File: src/rtl/dg_stack_pkg.sv
// dg_stack_pkg: shared op encoding, overflow policy constants and occupancy width helper for the return stack
package dg_stack_pkg;

    typedef enum logic [1:0] {
        NONE = 2'b00,
        POP  = 2'b01,
        PUSH = 2'b10,
        REPL = 2'b11
    } stk_op_t;

    localparam int OVF_DISCARD = 0;
    localparam int OVF_REJECT  = 1;

    function automatic int occ_w(input int depth);
        return $clog2(depth + 1);
    endfunction

endpackage

File: src/rtl/dg_stack_occ.sv
// dg_stack_occ: saturating occupancy counter with full/empty decode and overflow/underflow pulses
//   clk, RESET (async, active-low)
//   op      : decoded stack operation
//   occ     : valid entry count, 0..DEPTH
//   empty   : occ == 0, full : occ == DEPTH
//   ovf/unf : registered one-cycle pulses for push-while-full / pop-while-empty
//   push_en : the entry array should shift down this cycle (a push not rejected by OVF_MODE)
module dg_stack_occ import dg_stack_pkg::*; #(
    parameter int DEPTH    = 5,
    parameter int OVF_MODE = OVF_DISCARD
) (
    input  logic                      clk,
    input  logic                      RESET,
    input  stk_op_t                   op,
    output logic [occ_w(DEPTH)-1:0]   occ,
    output logic                      empty,
    output logic                      full,
    output logic                      ovf,
    output logic                      unf,
    output logic                      push_en
);

    localparam int OW = occ_w(DEPTH);

    assign empty   = occ == '0;
    assign full    = occ == OW'(DEPTH);
    assign push_en = op == PUSH && !(full && OVF_MODE == OVF_REJECT);

    always_ff @(posedge clk or negedge RESET) begin
        if (!RESET) begin
            occ <= '0;
            ovf <= 1'b0;
            unf <= 1'b0;
        end else begin
            occ <= op == PUSH ? (full ? occ : occ + 1'b1) :
                   op == POP  ? (empty ? occ : occ - 1'b1) :
                   op == REPL && empty ? OW'(1) : occ;
            ovf <= op == PUSH && full;
            unf <= op == POP && empty;
        end
    end

endmodule

File: src/rtl/dg_ret_stack.sv
// dg_ret_stack: parametrised return-address stack with occupancy, overflow policy and replace op
//   clk, RESET (async, active-low)
//   push, pop, push_data : {push,pop} = 10 push, 01 pop, 11 replace top, 00 hold
//   top                  : entry 0, registered
//   occ, empty, full     : occupancy status
//   ovf, unf             : one-cycle error pulses
//   err_clr, err_ovf, err_unf : sticky error flags, built only when DG_STACK_ERR_EN is defined
module dg_ret_stack import dg_stack_pkg::*; #(
    parameter int PC_W     = 10,
    parameter int DEPTH    = 5,
    parameter int OVF_MODE = OVF_DISCARD
) (
    input  logic                    clk,
    input  logic                    RESET,
    input  logic                    push,
    input  logic                    pop,
    input  logic [PC_W-1:0]         push_data,
    output logic [PC_W-1:0]         top,
    output logic [occ_w(DEPTH)-1:0] occ,
    output logic                    empty,
    output logic                    full,
    output logic                    ovf,
    output logic                    unf,
    input  logic                    err_clr,
    output logic                    err_ovf,
    output logic                    err_unf
);

    localparam int N = DEPTH * PC_W;

    stk_op_t      op;
    logic         push_en;
    logic [N-1:0] st;

    assign op  = stk_op_t'({push, pop});
    assign top = st[PC_W-1:0];

    dg_stack_occ #(.DEPTH(DEPTH), .OVF_MODE(OVF_MODE)) u_occ (
        .clk     (clk),
        .RESET   (RESET),
        .op      (op),
        .occ     (occ),
        .empty   (empty),
        .full    (full),
        .ovf     (ovf),
        .unf     (unf),
        .push_en (push_en)
    );

    // Entry 0 sits in the low slice; a pop refills the bottom slot with its own value.
    always_ff @(posedge clk or negedge RESET) begin
        if (!RESET)
            st <= '0;
        else if (push_en)
            st <= {st[N-PC_W-1:0], push_data};
        else if (op == POP)
            st <= {st[N-1 -: PC_W], st[N-1:PC_W]};
        else if (op == REPL)
            st[PC_W-1:0] <= push_data;
    end

`ifdef DG_STACK_ERR_EN
    // Set takes priority over a coincident clear.
    always_ff @(posedge clk or negedge RESET) begin
        if (!RESET) begin
            err_ovf <= 1'b0;
            err_unf <= 1'b0;
        end else begin
            err_ovf <= (op == PUSH && full) || (err_ovf && !err_clr);
            err_unf <= (op == POP && empty) || (err_unf && !err_clr);
        end
    end
`else
    logic unused_err_clr;
    assign unused_err_clr = err_clr;
    assign err_ovf = 1'b0;
    assign err_unf = 1'b0;
`endif

endmodule

File: config.mk
export PLATFORM = sky130hd
export DESIGN_NAME = dg_ret_stack
export DESIGN_NICKNAME = d
export VERILOG_FILES = /design/src/rtl/dg_stack_pkg.sv /design/src/rtl/dg_stack_occ.sv /design/src/rtl/dg_ret_stack.sv
export SDC_FILE = /design/constraint.sdc
export NUM_CORES = 1
export LEC_CHECK = 0
export ABC_AREA = 1
export CAP_MARGIN = 20
export CORE_ASPECT_RATIO = 0.5
export CORE_MARGIN = 8
export CORE_UTILIZATION = 53
export DETAILED_ROUTE_END_ITERATION = 7
export PLACE_DENSITY_LB_ADDON = 0.2
export SYNTH_ARGS = -nofsm -noshare
export SYNTH_HDL_FRONTEND = slang
export SYNTH_HIERARCHICAL = 1
export SYNTH_SLANG_ARGS = --single-unit
File: constraint.sdc
create_clock -name clk -period 1.7 [get_ports clk]
set_clock_uncertainty 0.1 [all_clocks]
set_input_delay 0.34 -clock clk [delete_from_list [all_inputs] [get_ports clk]]
set_output_delay 0.34 -clock clk [all_outputs]
set_load 0.1 [all_outputs]
==> metrics.txt <==
status=complete, but fails checks; failing checks=setup timing; Post-Synth Simple-Gate Area=29.3%; post-synthesis sequential area ratio=47.6%; final instance area=3710 um2; # diodes=0; DPL Wire Length=4.55 mm; WHS Path Cells=2; setup slack after layout=-0.0958 ns; final period utilization=106%; fraction of layout cells with a size suffix above 1=23.2%; largest family of logic cells by synthesized area=simple AND/OR/NAND/NOR gates; cells along the critical path=inv_4 > ha_4 > nand2_4 > inv_4 > buf_12; slowest stage delay, CP=0.54 ns; Leak Pwr=0.00189 uW; CP Max Fanout=5; io pins=34; Die ar.=8220 um2; Hold WC Path Type=reg -> reg; RSZ-0062 raised after global routing=yes; Clk Latency, worst-skew pair=0.31 ns; Layout Cells excl Fill=470; final WL=6.53 mm; Syn Area/Cell=8.18 um2; placed instance area=3520 um2; maximum buffer depth of the clock tree=2; area share of the largest cell type after synthesis=47.6%; Die X=121 um; Yosys top cell by area=dfrtp_1; largest net degree at the start of global routing=56; number of setup violations in the final report=2; drt wl/cell=13.9 um; max cap viols=0; CTS buffer count=5; post-synthesis compound-gate area fraction=5.66%; PwrDens=1290 nW/um2; Layout area overhead=28.3%; Synthesis Warnings=6; Starting Density=53.9%; CP Data Required Time=1.26 ns; antenna violations before repair=0; Critical Path Most Common Cell=inv_4; Tmin final=1.80 ns; Tot Pwr=4800 uW; TritonCTS clock tree=built; via density per instance=5.07; Port Buffers=30; global-route wire length before repair=11.5 mm; Yosys reg bits=55; first-pass iteration count of the detailed router=4; XOR/XNOR Fraction of Synth Area=0%; DP Cell Count=454; most frequent cells in the layout=125 x nand2_1, 52 x dfrtp_1, 47 x nand3_1; Final Hold Fails=0; Reg clk slew, reported paths=0.10 ns; WS Path Type=reg -> out; fmax=557 MHz; remaining antenna violation count after routing=0; number of global-route vias before repair=2466; CP max stage cell=dfrtp_4; nets=418; root buf cell=clkbuf_8; startpoint types=register; Reg2Reg Depth=10; CTS H-tree depth=2; Worst Setup End Kind=output pin; die height=68.3 um; RD Place Congestion=0.804; vias=2383; commonest non-fill, non-tap cell in the layout=nand2_1; Slew Limit Fails=0; CTS Sinks=55; worst vdd ir=0.00182 V; mux share of post-synthesis cell area=1.56%; Fin Setup TNS=-0.182 ns; final core utilization=69.1%; Post-Syn Instances=354; Tot GR Track Use=17.4%; top post-synthesis cells by area=dfrtp_1 48%, nand2_1 16%, nand3_1 8.1%; DR iter-0 viols=152; total gr overflow=0; Core Box Area=5370 um2; WP data arrival=1.36 ns; post-synthesis adder-cell area fraction=3.03%; Synth cell types=23; Residual DRC=0; row cnt=19; Synth Cell Area=2890 um2
-- flip-flops by register name, summed over array words and instances, names as in the netlist --
name       count
u_occ/unf      1
u_occ/occ      3
st            50
u_occ/ovf      1
-- final cells by class --
class                           count  area [um2]
Sequential cell                    55        1390
Timing Repair Buffer               60         781
Inverter                           44         176
Multi-Input combinational cell    230        1190
Tap cell                           73        91.3
Fill cell                         426        1660
Clock buffer                        6        72.6
Clock inverter                      2        16.3
-- cell usage after synthesis --
| master | count |
|---|---|
| nand2_1 | 125 |
| dfrtp_1 | 55 |
| nand3_1 | 47 |
| inv_1 | 37 |
| buf_4 | 16 |
| nor2_1 | 10 |
| a21oi_1 | 7 |
| a22oi_1 | 7 |
| ha_1 | 7 |
| inv_2 | 7 |
| o21ai_2 | 7 |
| buf_2 | 5 |
| buf_6 | 4 |
| mux2_2 | 4 |
| nand2_2 | 3 |
| o21ai_0 | 3 |
| nand3_2 | 2 |
| nor2_2 | 2 |
| nor2_4 | 2 |
| buf_8 | 1 |
| conb_1 | 1 |
| nand2_4 | 1 |
| nor2_8 | 1 |
-- final timing paths --
path	slack, ns	endpoint	startpoint
max	-0.1	empty	u_occ/occ[0]
min	0.38	st[42]	st[42]
max reg2reg	0.10	u_occ/occ[2]	u_occ/occ[0]
min reg2reg	0.38	st[42]	st[42]
max in group asynchronous	0.79	u_occ/occ[0]	RESET
min in group asynchronous	0.45	st[3]	RESET
-- power breakdown --
part / internal (uW) / leakage (uW) / switching (uW)
Sequential: 1600 / 0.000713 / 277
Clock: 297 / 0.0000418 / 428
Combinational: 854 / 0.00113 / 1340
-- layer usage --
layer / up-vias / routed length (um) / share of wire, % / track usage [%]
li1: 1172 / - / - / -
met1: 1134 / 2980 / 46 / 22.0
met2: 66 / 3030 / 46 / 28.9
met3: 11 / 423 / 6.5 / 4.61
met4: 0 / 90 / 1.4 / 5.86
met5: - / 0 / 0 / 0
-- metrics by stage --
| step | setup slack (ns) | hold WS [ns] |
|---|---|---|
| detailed placement | -0.271 | 0.262 |
| global placement | -0.191 | 0.248 |
| global route | -0.133 | 0.414 |
| floorplan | -0.132 | -0.0556 |
| finish | -0.0958 | 0.384 |
| CTS | -0.0952 | 0.385 |
-- worst max-delay path: cells and delay by family (launching register included) --
| family | cells | cell delay, ns |
|---|---|---|
| buf+inv | 3 | 0.31 |
| fa+ha+maj | 1 | 0.13 |
| flops | 1 | 0.54 |
| simple gates | 1 | 0.06 |
-- cells by family (layout without fill, tap and decap cells) --
logic type                 count (synthesis)  after routing
and+or+nand+nor                          193            193
buffers and inverters                     70            112
DFF                                       55             55
AOI/OAI and AO/OA                         24             24
adders and majority gates                  7              7
muxes                                      4              4
other                                      1              2
-- what timing repair did --
| action | CTS | global route |
|---|---|---|
| endpoints found under the hold margin | 55 | 0 |
| buffers inserted | 6 | 1 |
| gates resized for setup | 7 | 1 |
| hold buffers | 1 | 0 |
| endpoints found under the setup margin | 2 | 7 |
| pin swaps | 3 | 0 |
Power figures use the tool's default switching activity.
